$ cat config.mk
export PLATFORM = sky130hd
export DESIGN_NAME = gate_driver_spi_phy
export DESIGN_NICKNAME = d
export VERILOG_FILES = /design/src/rtl/gate_driver_spi_phy.sv
export SDC_FILE = /design/constraint.sdc
export NUM_CORES = 1
export LEC_CHECK = 0
export ABC_AREA = 1
export CAP_MARGIN = 30
export CORE_MARGIN = 2
export CORE_UTILIZATION = 55
export CTS_BUF_LIST = sky130_fd_sc_hd__clkbuf_8 sky130_fd_sc_hd__clkbuf_16
export CTS_CLUSTER_SIZE = 14
export DETAILED_ROUTE_END_ITERATION = 10
export PLACE_DENSITY = 0.91
export SKIP_LAST_GASP = 1
export SLEW_MARGIN = 5
export SYNTH_ARGS = -nofsm -noshare
export SYNTH_HDL_FRONTEND = slang
export SYNTH_SLANG_ARGS = --single-unit
$ cat constraint.sdc
create_clock -name sys_clk -period 3.85 [get_ports sys_clk]
set_input_delay 0.5775 -clock sys_clk [delete_from_list [all_inputs] [get_ports sys_clk]]
set_output_delay 0.5775 -clock sys_clk [all_outputs]
set_load 0.02 [all_outputs]
$ cat src/rtl/gate_driver_spi_phy.sv
// SPI mode-1 master for the gate-driver link: one 16-bit frame per
// request, with a chip-select setup/hold/idle envelope and read-back of
// the 11-bit register payload.
//
// state | meaning
// ------+-----------------------------------------------------------
// IDLE  | bus idle, waiting for a write or read request
// SETUP | nSCS low, SCLK low, first bit on SDI, CS_SETUP cycles
// SHIFT | 16 SCLK periods, SDI driven on rise, SDO sampled on fall
// HOLD  | SCLK low, nSCS still low, CS_HOLD cycles
// GAP   | nSCS high, still busy, CS_IDLE cycles
// DONE  | one-cycle completion pulse, busy low, requests ignored
module gate_driver_spi_phy #(
   parameter int FRAME_WIDTH = 16,
   parameter int DATA_WIDTH  = 16,
   parameter int SCLK_DIV    = 10,
   parameter int CS_SETUP    = 5,
   parameter int CS_HOLD     = 5,
   parameter int CS_IDLE     = 10
) (
   input  logic                   sys_clk,
   input  logic                   reset_n,
   input  logic [FRAME_WIDTH-1:0] wr_data_in,
   input  logic                   wr_data_enable_in,
   input  logic [DATA_WIDTH-1:0]  rd_addr_in,
   input  logic                   rd_data_enable_in,
   output logic [FRAME_WIDTH-1:0] rd_data_out,
   output logic                   spi_phy_proc_done_out,
   output logic                   spi_phy_proc_busy_out,
   output logic                   spi_sclk_out,
   output logic                   spi_nscs_out,
   output logic                   spi_sdi_out,
   input  logic                   spi_sdo_in
);

   // One down-counter serves every timed phase, so it is sized for the
   // longest of them (never narrower than a full SCLK period).
   localparam int MAX_A   = (2 * SCLK_DIV > CS_SETUP) ? 2 * SCLK_DIV : CS_SETUP;
   localparam int MAX_B   = (CS_HOLD > CS_IDLE) ? CS_HOLD : CS_IDLE;
   localparam int MAX_CNT = (MAX_A > MAX_B) ? MAX_A : MAX_B;
   localparam int CNT_W   = $clog2(MAX_CNT + 1);
   localparam int BIT_W   = $clog2(FRAME_WIDTH);

   localparam logic [CNT_W-1:0] SETUP_LOAD = CNT_W'(CS_SETUP - 1);
   localparam logic [CNT_W-1:0] HALF_LOAD  = CNT_W'(SCLK_DIV - 1);
   localparam logic [CNT_W-1:0] HOLD_LOAD  = CNT_W'(CS_HOLD - 1);
   localparam logic [CNT_W-1:0] IDLE_LOAD  = CNT_W'(CS_IDLE - 1);
   localparam logic [BIT_W-1:0] LAST_BIT   = BIT_W'(FRAME_WIDTH - 1);

   typedef enum logic [2:0] {
      IDLE, SETUP, SHIFT, HOLD, GAP, DONE
   } state_t;

   state_t                 state;
   logic [CNT_W-1:0]       cnt;
   logic [BIT_W-1:0]       bit_cnt;
   logic [FRAME_WIDTH-1:0] tx;
   logic [FRAME_WIDTH-1:0] rx;
   logic                   is_rd;
   logic [FRAME_WIDTH-1:0] wr_frame;
   logic [FRAME_WIDTH-1:0] rd_frame;

   // Only the low address nibble and the 15 write payload bits reach the wire.
   logic unused_bits;
   assign unused_bits = ^{wr_data_in[FRAME_WIDTH-1], rd_addr_in[DATA_WIDTH-1:4]};

   // Frames as they go on the wire: bit 15 is the read/write flag.
   assign wr_frame = {1'b0, wr_data_in[FRAME_WIDTH-2:0]};
   assign rd_frame = {1'b1, rd_addr_in[3:0], {(FRAME_WIDTH - 5){1'b0}}};

   // Frame sequencer; every pin and status output is a register of this block.
   always_ff @(posedge sys_clk or negedge reset_n) begin
      if (!reset_n) begin
         state                 <= IDLE;
         cnt                   <= '0;
         bit_cnt               <= '0;
         tx                    <= '0;
         rx                    <= '0;
         is_rd                 <= 1'b0;
         rd_data_out           <= '0;
         spi_phy_proc_done_out <= 1'b0;
         spi_phy_proc_busy_out <= 1'b0;
         spi_sclk_out          <= 1'b0;
         spi_nscs_out          <= 1'b1;
         spi_sdi_out           <= 1'b0;
      end else begin
         spi_phy_proc_done_out <= 1'b0;
         case (state)
            IDLE: begin
               cnt     <= '0;
               bit_cnt <= '0;
               // Write wins when both enables arrive together.
               if (wr_data_enable_in || rd_data_enable_in) begin
                  tx                    <= wr_data_enable_in ? wr_frame : rd_frame;
                  spi_sdi_out           <= wr_data_enable_in ? wr_frame[FRAME_WIDTH-1]
                                                             : rd_frame[FRAME_WIDTH-1];
                  is_rd                 <= !wr_data_enable_in;
                  spi_nscs_out          <= 1'b0;
                  spi_phy_proc_busy_out <= 1'b1;
                  cnt                   <= SETUP_LOAD;
                  state                 <= SETUP;
               end
            end
            SETUP: begin
               if (cnt == '0) begin
                  spi_sclk_out <= 1'b1;
                  cnt          <= HALF_LOAD;
                  state        <= SHIFT;
               end else begin
                  cnt <= cnt - 1'b1;
               end
            end
            SHIFT: begin
               if (cnt != '0) begin
                  cnt <= cnt - 1'b1;
               end else if (spi_sclk_out) begin
                  spi_sclk_out <= 1'b0;
                  rx           <= {rx[FRAME_WIDTH-2:0], spi_sdo_in};
                  cnt          <= HALF_LOAD;
               end else if (bit_cnt == LAST_BIT) begin
                  cnt   <= HOLD_LOAD;
                  state <= HOLD;
               end else begin
                  spi_sclk_out <= 1'b1;
                  spi_sdi_out  <= tx[FRAME_WIDTH-2];
                  tx           <= tx << 1;
                  bit_cnt      <= bit_cnt + 1'b1;
                  cnt          <= HALF_LOAD;
               end
            end
            HOLD: begin
               if (cnt == '0) begin
                  spi_nscs_out <= 1'b1;
                  cnt          <= IDLE_LOAD;
                  state        <= GAP;
               end else begin
                  cnt <= cnt - 1'b1;
               end
            end
            GAP: begin
               if (cnt == '0) begin
                  spi_phy_proc_done_out <= 1'b1;
                  spi_phy_proc_busy_out <= 1'b0;
                  if (is_rd)
                     rd_data_out <= {5'b0, rx[FRAME_WIDTH-6:0]};
                  state <= DONE;
               end else begin
                  cnt <= cnt - 1'b1;
               end
            end
            DONE: begin
               state <= IDLE;
            end
            default: begin
               state <= IDLE;
            end
         endcase
      end
   end

endmodule

# Yosys cells after proc, flatten, opt, wreduce, memory -nomap -nowiden
# Cells that the tools add are included.
dict set report classes {
  magnitude_cmp 0
  n_mux 43
  eq_ne 14
  shifts 0
  n_reduce_logical 21
  div 0
  multipliers 0
  n_bitwise 1
  add_sub_neg 2
}
# op n
set ops {}
lappend ops {{$mux W15} 5}
lappend ops {{$pmux W15 S2} 1}
lappend ops {{$mux W3} 8}
lappend ops {{$mux W4} 5}
lappend ops {{$pmux W5 S4} 1}
lappend ops {{$ne A2 B2 Y1 const B} 9}
lappend ops {{$mux W5} 3}
lappend ops {{$pmux W3 S5} 1}
lappend ops {{$reduce_and A3 Y1} 5}
lappend ops {{$mux W1} 14}
lappend ops {{$pmux W1 S2} 4}
lappend ops {{$pmux W4 S2} 1}
lappend ops {{$reduce_bool A2 Y1} 4}
lappend ops {{$reduce_and A7 Y1} 1}
lappend ops {{$eq A3 B2 Y1 const B} 2}
lappend ops {{$logic_not A5 Y1} 1}
lappend ops {{$reduce_and A5 Y1} 1}
lappend ops {{$reduce_bool A5 Y1} 1}
lappend ops {{$sub A5 B1 Y5 const B} 1}
lappend ops {{$add A4 B1 Y4 const B} 1}
lappend ops {{$eq A4 B4 Y1 const B} 1}
lappend ops {{$reduce_and A2 Y1} 2}
lappend ops {{$reduce_and A4 Y1} 1}
lappend ops {{$reduce_bool A4 Y1} 1}
lappend ops {{7 further kinds} 7}
dict set report totals {
  latch_bits 0
  ff_bits 55
  ramBits 0
  out_inout_bits 21
  n_memories 0
  rom_bits 0
  elab_cells 93
  in_bits 37
}

# Logic depth before layout (Yosys ltp)
# Gate-level depths: netlist of the first run.
dict set report depth {
  ltp_word 5
  ltp_mapped 11
  depth_no_buf 10
}

# Least setup slack after synthesis of the first run
# OpenSTA, ideal clock, no wires.
dict set report synth_timing {
  kind {register to register}
  start {register cnt[0]}
  end {register tx[11]}
  slack_ps 2230
  period_less_slack_ps 1620
  setup_time_ps 116
  stages_incl_launch_ff 11
  arrival_time_ps 1503
  n_path_buf 1
  t_required_ps 3734
  path_cell_list {dfrtp_1 -> inv_1 -> ha_1 -> nand2_1 -> nor2_4 -> nand2_1 -> nand2_2 -> nand3_2 -> buf_6 -> nand2_1 -> nand2_1}
}
dict set report synth_between {
  elab_chain_len 3
}
# element line_no
set synth_rtl {}
lappend synth_rtl {{from (decl)} 55} ;# logic [CNT_W-1:0] cnt;
lappend synth_rtl {{from (signal assigned)} 110} ;# cnt <= cnt - 1'b1;
lappend synth_rtl {{from (signal assigned)} 115} ;# cnt <= cnt - 1'b1;
lappend synth_rtl {{from (signal assigned)} 137} ;# cnt <= cnt - 1'b1;
lappend synth_rtl {{$reduce_bool A5 Y1} 114} ;# if (cnt != '0) begin
lappend synth_rtl {{$ne A2 B2 Y1 (no line)} -}
lappend synth_rtl {{$reduce_and A5 Y1 (no line)} -}
lappend synth_rtl {{to (signal assigned)} 94} ;# tx <= wr_data_enable_in ? wr_frame : rd_frame;
lappend synth_rtl {{to (signal assigned)} 126} ;# tx <= tx << 1;
lappend synth_rtl {{to (decl)} 57} ;# logic [FRAME_WIDTH-1:0] tx;
# Every way passes these cells.
# A chain may end at the register's enable or synchronous reset.

# Worst setup path in the final report of the first run
dict set report layout_timing {
  start {register state[0]}
  end {register rx[1]}
}
dict set report layout_between {
  elab_chain_len 2
}
# element line_no
set layout_rtl {}
lappend layout_rtl {{from (decl)} 54} ;# state_t state;
lappend layout_rtl {{from (signal assigned)} 74} ;# state <= IDLE;
lappend layout_rtl {{from (signal assigned)} 101} ;# state <= SETUP;
lappend layout_rtl {{from (signal assigned)} 108} ;# state <= SHIFT;
lappend layout_rtl {{$eq A3 B2 Y1} 88} ;# case (state)
lappend layout_rtl {{$reduce_and A3 Y1 (no line)} -}
lappend layout_rtl {{to (signal assigned)} 118} ;# rx <= {rx[FRAME_WIDTH-2:0], spi_sdo_in};
lappend layout_rtl {{to (decl)} 58} ;# logic [FRAME_WIDTH-1:0] rx;
# Every way passes these cells.

==> reports/metrics.yaml, run 1 <==
status: "completed"
post_cts_buffers: 0
synth_cell_types: 24
routed_wirelength_mm: 5.38
die_h_um: 74.8
ctsHoldBuffers: 0
r2r_start: "state[0]$_DFFE_PN0P_"
finalPower_uw: 2160
synthSimpleGateAreaFrac_pct: 30.5
overflow: 0
cts_num_sinks: 55
synth_top_area_share_pct: 49.0
rsz0062_at_grt: "no"
diodes: 0
clk_latency_ns: 0.32
worstPathArrival_ns: 2.41
die_w_um: 74.8
worstReg2RegEnd: "rx[1]$_DFFE_PN0P_"
yosysTopAreaCell: "dfrtp_1"
slew_headroom_pct: 53.6
cts_htree_levels: 2
synth.most_common_cell: "nand2_1"
synth_seq_cells: 55
synth_edf_count: 0
cts_tree: "done"
hold_viol_final: 0
critPathCaptureType: "flop"
yosys-top-cells-count: "145 x nand2_1, 54 x dfrtp_1, 30 x nand3_1, 30 x o21ai_0, 27 x inv_1"
ant_nets: 0
wire_per_inst_um: 11.6
gp_congestion: 0.884
grt_first_pass_wirelength_mm: 9.36
yosys.area_share.adder_pct: 1.36
port_buffers: 39
syn_area_um2: 2760
worstRegToRegCells: 5
start_kind: "flop"
slew_violations: 0
pwr-share-seq_pct: 39.2
num_vias: 2340
cts-buffers-inserted: 5
antenna_found_initial: 0
setup_viol: 0
drc: 0
synthTopCellsByArea: "dfrtp_1 49%, nand2_1 20%, nand3_1 5.4%"
drt_first_pass_iters: 4
crit_type: "reg -> reg"
yosysWarningCount: 0
placed_cells: 454
path_clk_slew_ns: 0.10
synthXorXnorAreaFrac_pct: 0.954
cts_root_buf: "clkbuf_8"
fmax_ghz: 0.456
start_util_pct: 57.6
cap_violations: 0
pre_cts_ws_ns: 1.64
internal-power_uw: 1200
track_usage_pct: 21.9
cts_buffer_depth: 2
drt_iter0_markers: 173
fin_skew_ns: 0.00646
final_cells: 462
hold_path_class: "in -> async"
ys.flop_type: "dfrtp_1"
period_needed_ns: 2.19
required_ns: 4.07
tns_ns: 0
cts_resized: 0
die_area_um2: 5590
synth-compound-area-share_pct: 9.17
vdd_drop_max_mv: 0.337
drive_above_1_share_pct: 7.09
yosysSeqAreaShare_pct: 50.0
power_density_nw_per_um2: 661
postSynthAreaPerCell_um2: 7.72
grt_max_degree: 41
async_reset_ff_share_pct: 100
leakage_uw: 0.00163
coreArea_um2: 4790
tightest_slew_ns: 0.695
fin_nets: 434
hpwlAfterDp_mm: 3.88
syn_to_final_growth_pct: 18.5
grt_pass1_vias: 2196
synthCells: 357
switching_power_uw: 959
viasPerCell: 5.06
ff2ff_setup_slack_ns: 1.66
muxShareOfSynthArea_pct: 0
path_max_fanout: 25
worst_slack_ns: 1.66
clkPwrFrac_pct: 15.1
p_sw_share_pct: 44.4
top_level_ports: 58
post-route-period-util_pct: 57.0
synth_top_family_by_area: "simple AND/OR/NAND/NOR gates"
row_count: 25
combPwrFrac_pct: 45.6
state kept, by name, indices dropped and copies added, names as in the netlist:
name                   flops
spi_phy_proc_busy_out      1
tx                        15
spi_sclk_out               1
state                      3
spi_nscs_out               1
bit_cnt                    4
cnt                        5
spi_phy_proc_done_out      1
rd_data_out               11
spi_sdi_out                1
rx                        11
is_rd                      1
kinds of logic (layout without fill, tap and decap cells):
family	Yosys count	in the layout
xor+xnor	3	3
flops	55	55
fa+ha+maj	3	3
other cells	1	5
compound gates	50	50
simple gates	198	198
buf+inv	47	81
worst max-delay path by stage:
stage	startpoint	to	slack (ns)	cells after the start
detailed placement	wr_data_enable_in	state[0]$_DFFE_PN0P_	1.64	9
global placement	wr_data_enable_in	state[0]$_DFFE_PN0P_	1.72	9
CTS	state[0]$_DFFE_PN0P_	rx[1]$_DFFE_PN0P_	1.63	5
floorplan	cnt[0]$_DFFE_PN0P_	tx[11]$_DFFE_PN0P_	2.23	10
finish	state[0]$_DFFE_PN0P_	rx[1]$_DFFE_PN0P_	1.66	5
global route	state[0]$_DFFE_PN0P_	rx[1]$_DFFE_PN0P_	1.41	5
stage by stage:
step	utilization (%)	hold WS [ns]	cell area (um^2)
CTS	68.2	0.101	3260
detailed placement	66.3	0.452	3170
finish	68.2	0.103	3260
global route	68.2	0.0984	3260
floorplan	-	0.282	2770
global placement	65.9	0.454	3150
layer usage:
metal,GRT usage (%),share of wire [%]
met4,8.73,1.4
met5,0,0
met2,37.5,49
met3,5.35,4.4
met1,26.8,45
critical path, stage by stage, from the launching register on:
cell	delay, ns
dfrtp_1	0.44
inv_2	0.10
nand2_2	0.06
nor2_4	0.44
nand3_1	0.64
o21ai_0	0.40
power groups by stage:
stage | Combinational (uW) | Clock (uW) | Sequential, uW
after floorplan | 764 | 0 | 858
after global placement | 925 | 0 | 852
after detailed placement | 977 | 0 | 854
after CTS | 983 | 333 | 845
after global routing | 1120 | 355 | 865
final | 985 | 327 | 847
cell type report:
class / instances / area [um^2]
flip-flops and latches: 55 / 1380
fillers: 387 / 1520
repair buffers: 42 / 420
multi-input cells: 259 / 1170
inverters: 31 / 116
clock inverters: 3 / 22.5
clock buffers: 5 / 68.8
well taps: 67 / 83.8
layout by cell type, fill, tap and decap left out, drive strengths merged:
cell type and count:
nand2 152, dfrtp 54, o21ai 40, clkdlybuf4s50 38, nand3 31, inv 31, nor2 14, a21oi 8
conb 5, clkbuf 5, buf 4, xor2 3, ha 3, clkinv 3, o22ai 2, or2 1
dfstp 1
Power figures use the tool's default switching activity.
==> run 2: changes to the inputs <==
--- a/config.mk
+++ b/config.mk
@@ -8,11 +8,11 @@
 export ABC_AREA = 1
 export CAP_MARGIN = 30
 export CORE_MARGIN = 2
-export CORE_UTILIZATION = 55
+export CORE_UTILIZATION = 51
 export CTS_BUF_LIST = sky130_fd_sc_hd__clkbuf_8 sky130_fd_sc_hd__clkbuf_16
 export CTS_CLUSTER_SIZE = 14
 export DETAILED_ROUTE_END_ITERATION = 10
-export PLACE_DENSITY = 0.91
+export PLACE_DENSITY = 0.86
 export SKIP_LAST_GASP = 1
 export SLEW_MARGIN = 5
 export SYNTH_ARGS = -nofsm -noshare
==> constraint.sdc (replaced) <==
create_clock -name sys_clk -period 2.1 [get_ports sys_clk]
set_input_delay 0.315 -clock sys_clk [delete_from_list [all_inputs] [get_ports sys_clk]]
set_output_delay 0.315 -clock sys_clk [all_outputs]
set_load 0.02 [all_outputs]
==> run 2 against run 1 <==
Compared with the run above:
- the run now ends with negative hold slack left
- cell count increased by 1.5%
- clock power rose by 87%
- non-clock buffer count grew 4
- critical path type unchanged
- highest routed layer unchanged
==> reports/metrics.yaml, run 2 (synthesized netlist as in run 1, its figures left out) <==
switching_power_uw: 1760
diodes: 0
reg_top3: "tx: 15 flops, rd_data_out: 11 flops, rx: 11 flops"
syn_to_final_growth_pct: 19.7
ctsHoldBuffers: 0
track_usage_pct: 18.6
startpoint: "cnt[0]$_DFFE_PN0P_"
die_area_um2: 6010
tightest_slew_ns: 0.583
p_sw_share_pct: 44.0
cts_tree: "done"
vdd_drop_max_mv: 0.560
cap_violations: 0
path_clk_slew_ns: 0.11
cts_htree_levels: 2
fin_skew_ns: 0.0104
cpPeakStageDelay_ns: 0.43
met3_usage_pct: 3.37
cpLargestDelayFamily: "buffers and inverters"
power_density_nw_per_um2: 1210
start_kind: "flop"
drt_first_pass_iters: 4
internal-power_uw: 2240
required_ns: 2.30
nFillCells: 435
hold_viol_final: 25
overflow: 0
cp_common_cell: "nand2_1"
slew_headroom_pct: 61.1
grt_max_degree: 29
gp_congestion: 0.836
worstPathArrival_ns: 2.00
critPathCaptureType: "flop"
largest_reg_flops: 15
path_max_fanout: 21
antenna_found_initial: 0
coreArea_um2: 5170
placed_cells: 461
setup_viol: 0
finalPower_uw: 3990
fmax_ghz: 0.553
grt_first_pass_wirelength_mm: 9.15
crit_chain: "inv_1, ha_1, nand2_1, nor2_4, buf_4, nand2_2, inv_2, nand2_1, buf_4, nand2_1, o21ai_1"
top_level_ports: 58
r2r_start: "cnt[0]$_DFFE_PN0P_"
leakage_uw: 0.00165
tns_ns: 0
post-route-period-util_pct: 86.1
status: "finished with violations"
violations: "negative hold slack"
final_cells: 469
hold_path_class: "in -> async"
routed_wirelength_mm: 5.18
hpwlAfterDp_mm: 3.79
grt_use_met2_pct: 30.8
cts_root_buf: "clkbuf_8"
regMostFlops: "tx"
combPwrFrac_pct: 45.8
cp_slowest_cell: "dfrtp_1"
slew_violations: 0
num_vias: 2335
mostFrequentLayoutCell: "nand2_1"
port_buffers: 39
pwr-share-seq_pct: 38.9
rsz0062_at_grt: "no"
die_w_um: 77.5
timing.hold.ws_ns: -0.0124
final_cell_mix: "145 x nand2_1, 54 x dfrtp_1, 38 x clkdlybuf4s50_1, 30 x nand3_1, 30 x o21ai_0"
use_met1_pct: 25.4
grt-busiest-layer: "met2"
period_needed_ns: 1.81
drc: 0
clk_latency_ns: 0.31
cts_num_sinks: 55
wire_per_inst_um: 11.0
row_count: 26
pre_cts_ws_ns: 0.278
drt_iter0_markers: 164
fin_nets: 438
die_h_um: 77.5
crit_type: "reg -> reg"
clkPwrFrac_pct: 15.3
worst_slack_ns: 0.293
ant_nets: 0
cts-buffers-inserted: 5
viasPerCell: 4.98
critPathBufInv: 4
start_util_pct: 53.3
cts_buffer_depth: 2
drive_above_1_share_pct: 8.02
grt_pass1_vias: 2131
==> run 2: layout make-up <==
cell class | instances | area (um^2) | share of cell area, %
sequential | 55 | 1380 | 41.8
inverter | 31 | 116 | 3.53
multi-input combinational | 259 | 1180 | 35.9
clock buffer | 5 | 68.8 | 2.09
clock inverter | 3 | 26.3 | 0.797
tap | 70 | 87.6 | 2.66
timing repair buffer | 46 | 438 | 13.3
==> run 2: layer usage <==
metal  vias to the layer above  part of all wire [%]
li1                       1191                     -
met1                      1077                    49
met2                        58                    46
met3                         9                   3.9
met4                         0                   1.2
met5                         -                     0
==> run 2: power by group through the flow <==
stage / combinational [uW] / clock [uW] / sequential [uW]
after floorplan: 1400 / 0 / 1570
after detailed placement: 1810 / 0 / 1570
final: 1830 / 610 / 1560
after global routing: 2120 / 680 / 1590
after CTS: 1810 / 626 / 1550
after global placement: 1750 / 0 / 1560
==> run 2: path summary, 6_finish.rpt <==
path                            slack [ns]  cells past startpoint                           endpoint
worst min register to register        0.48                      2  spi_phy_proc_busy_out$_DFFE_PN0P_
worst min-delay path                 -0.01                      1         rd_data_out[9]$_DFFE_PN0P_
min in group sys_clk                  0.48                      2  spi_phy_proc_busy_out$_DFFE_PN0P_
max in group asynchronous             1.48                      2             bit_cnt[3]$_DFFE_PN0P_
worst max register to register        0.29                     11         rd_data_out[2]$_DFFE_PN0P_
worst max-delay path                  0.29                     11         rd_data_out[2]$_DFFE_PN0P_
==> run 2: timing repair <==
| item | 4_1_cts | 5_1_grt |
|---|---|---|
| setup buffers | 0 | 0 |
| endpoints found under the hold margin | 0 | 0 |
| resized for setup | 0 | 1 |
| endpoints found under the setup margin | 0 | 1 |
==> run 2: through the flow <==
step	hold slack (ns)	area, um^2	utilization, %
floorplan	0.0194	2770	-
detailed placement	0.349	3190	61.8
CTS	0.00324	3290	63.6
global placement	0.344	3190	61.8
finish	-0.0124	3300	63.7
global route	0.00419	3300	63.7
==> run 3: changes to the inputs <==
--- a/config.mk
+++ b/config.mk
@@ -6,13 +6,12 @@
 export NUM_CORES = 1
 export LEC_CHECK = 0
 export ABC_AREA = 1
-export CAP_MARGIN = 30
 export CORE_MARGIN = 2
 export CORE_UTILIZATION = 51
 export CTS_BUF_LIST = sky130_fd_sc_hd__clkbuf_8 sky130_fd_sc_hd__clkbuf_16
 export CTS_CLUSTER_SIZE = 14
 export DETAILED_ROUTE_END_ITERATION = 10
-export PLACE_DENSITY = 0.86
+export PLACE_DENSITY = 0.8
 export SKIP_LAST_GASP = 1
 export SLEW_MARGIN = 5
 export SYNTH_ARGS = -nofsm -noshare
==> run 3 against run 2 <==
Compared with the run above:
- the run now ends clean
- clock-buffer cell count unchanged
- flip-flop and latch count unchanged
- clock power increased by 2%
- maximum frequency decreased by 0.88%
- global-route usage increased by 0.48 points
- sequential power about the same
- worst hold slack improved by 0.49 ns
- first-iteration DRC count increased by 6.7%
- critical path depth decreased by 2
- cell count increased by 0.21%
- combinational power about the same
==> reports/metrics.yaml, run 3 (synthesized netlist as in run 1, its figures left out) <==
clk_latency_ns: 0.32
grt_max_degree: 23
start_util_pct: 53.3
fin_skew_ns: 0.00727
drt_first_pass_iters: 4
cts_buffer_depth: 2
switching_power_uw: 1780
coreArea_um2: 5170
cpPeakStageDelay_ns: 0.43
drt_iter0_markers: 175
overflow: 0
wire_per_inst_um: 11.5
fmax_ghz: 0.548
regMostFlops: "tx"
min_path_cells: 2
grt_first_pass_wirelength_mm: 9.29
reg_top3: "tx: 15 flops, rd_data_out: 11 flops, rx: 11 flops"
track_usage_pct: 19.1
internal-power_uw: 2230
cts_tree: "done"
worstReg2RegEnd: "spi_sdi_out$_DFFE_PN0P_"
die_w_um: 77.5
pwr-share-seq_pct: 38.7
setup_viol: 0
combPwrFrac_pct: 45.8
crit_chain: "inv_1, ha_1, nand2_1, nor2_4, nand2_1, nand2_2, nand3_2, nand2_1, o21ai_0"
period_needed_ns: 1.82
crit_type: "reg -> reg"
gp_congestion: 0.829
cts-buffers-inserted: 5
worstPathArrival_ns: 2.02
port_buffers: 39
hold_viol_final: 0
cap_violations: 0
status: "completed"
stdcell_area_um2: 3300
cts_root_buf: "clkbuf_8"
post-route-period-util_pct: 86.8
routed_wirelength_mm: 5.41
cp_common_cell: "nand2_1"
path_clk_slew_ns: 0.10
min_from: "rd_data_out[10]$_DFFE_PN0P_"
row_count: 26
start_kind: "flop"
drive_above_1_share_pct: 8.00
postPlaceCellArea_um2: 3190
clkPwrFrac_pct: 15.5
critPathCaptureType: "flop"
hold_end: "rd_data_out[10]$_DFFE_PN0P_"
cts_num_sinks: 55
fin_util_pct: 63.8
vdd_drop_max_mv: 0.711
antenna_found_initial: 0
p_sw_share_pct: 44.4
largest_reg_flops: 15
syn_to_final_growth_pct: 19.8
drc: 0
worstRegToRegCells: 9
die_h_um: 77.5
cts_htree_levels: 2
top_level_ports: 58
power_density_nw_per_um2: 1220
required_ns: 2.29
diodes: 0
ff2ff_setup_slack_ns: 0.28
cp_slowest_cell: "dfrtp_1"
r2r_start: "cnt[0]$_DFFE_PN0P_"
tns_ns: 0
slew_violations: 0
fin_nets: 439
rsz0062_at_grt: "no"
hold_path_class: "reg -> reg"
viasPerCell: 4.98
final_cell_mix: "145 x nand2_1, 54 x dfrtp_1, 38 x clkdlybuf4s50_1, 30 x nand3_1, 30 x o21ai_0"
grt_pass1_vias: 2147
num_vias: 2339
path_max_fanout: 18
hpwlAfterDp_mm: 3.87
mostFrequentLayoutCell: "nand2_1"
leakage_uw: 0.00165
die_area_um2: 6010
cts_resized: 0
ant_nets: 0
-- run 3: cell count changes in the layout (fill, tap and decap cells not counted) --
cell and change:
dlygate4sd3_1 +1, nand3_2 +1, inv_8 +1, inv_6 -1, clkinv_4 -1, clkinvlp_4 +1
nand3_4 -1
-- run 3: critical path: cells and delay by family, from the launching register on --
| family | cells | cell delay (ns) |
|---|---|---|
| compound gates | 1 | 0.09 |
| fa+ha+maj | 1 | 0.19 |
| buf+inv | 1 | 0.13 |
| flops | 1 | 0.43 |
| simple gates | 6 | 0.88 |
-- run 3: timing repair --
action / in CTS / in global routing
hold buffers: 1 / 0
endpoints found under the hold margin: 18 / 0
buffers inserted: 0 / 0
-- run 3: metal layers --
metal / routed length (um) / vias up / GRT usage, %
li1: - / 1196 / -
met1: 2600 / 1062 / 25.4
met2: 2480 / 75 / 31.7
met3: 275 / 6 / 4.07
met4: 51 / 0 / 5.36
met5: 0 / - / 0
-- run 3: worst max path at each step --
stage,from,endpoint,depth (start not counted)
final,cnt[0]$_DFFE_PN0P_,spi_sdi_out$_DFFE_PN0P_,9
after global routing,cnt[0]$_DFFE_PN0P_,tx[0]$_DFFE_PN0P_,9
after CTS,cnt[0]$_DFFE_PN0P_,spi_sdi_out$_DFFE_PN0P_,9
after detailed placement,cnt[0]$_DFFE_PN0P_,spi_sdi_out$_DFFE_PN0P_,9
after global placement,cnt[0]$_DFFE_PN0P_,tx[0]$_DFFE_PN0P_,9
after floorplan,cnt[0]$_DFFE_PN0P_,tx[11]$_DFFE_PN0P_,10
-- run 3: power by group through the flow --
stage | combinational, uW | clock, uW | sequential, uW
after global placement | 1760 | 0 | 1560
after detailed placement | 1830 | 0 | 1570
after CTS | 1840 | 639 | 1550
after floorplan | 1400 | 0 | 1570
final | 1840 | 622 | 1560
after global routing | 2090 | 689 | 1600
-- run 3: final cells by class --
class                   instances  area [um^2]
fillers                       457         1870
clock inverters                 3         27.5
multi-input cells             259         1170
inverters                      31          116
clock buffers                   5         68.8
flip-flops and latches         55         1380
well taps                      70         87.6
repair buffers                 47          448
-- run 3: stage by stage --
stage	instances	hold slack (ns)	setup WS, ns	total power (uW)
finish	470	0.479	0.277	4020
global route	470	0.497	0.101	4380
CTS	470	0.479	0.283	4030
detailed placement	461	0.298	0.301	3400
global placement	461	0.291	0.353	3320
floorplan	361	0.0194	0.480	2970
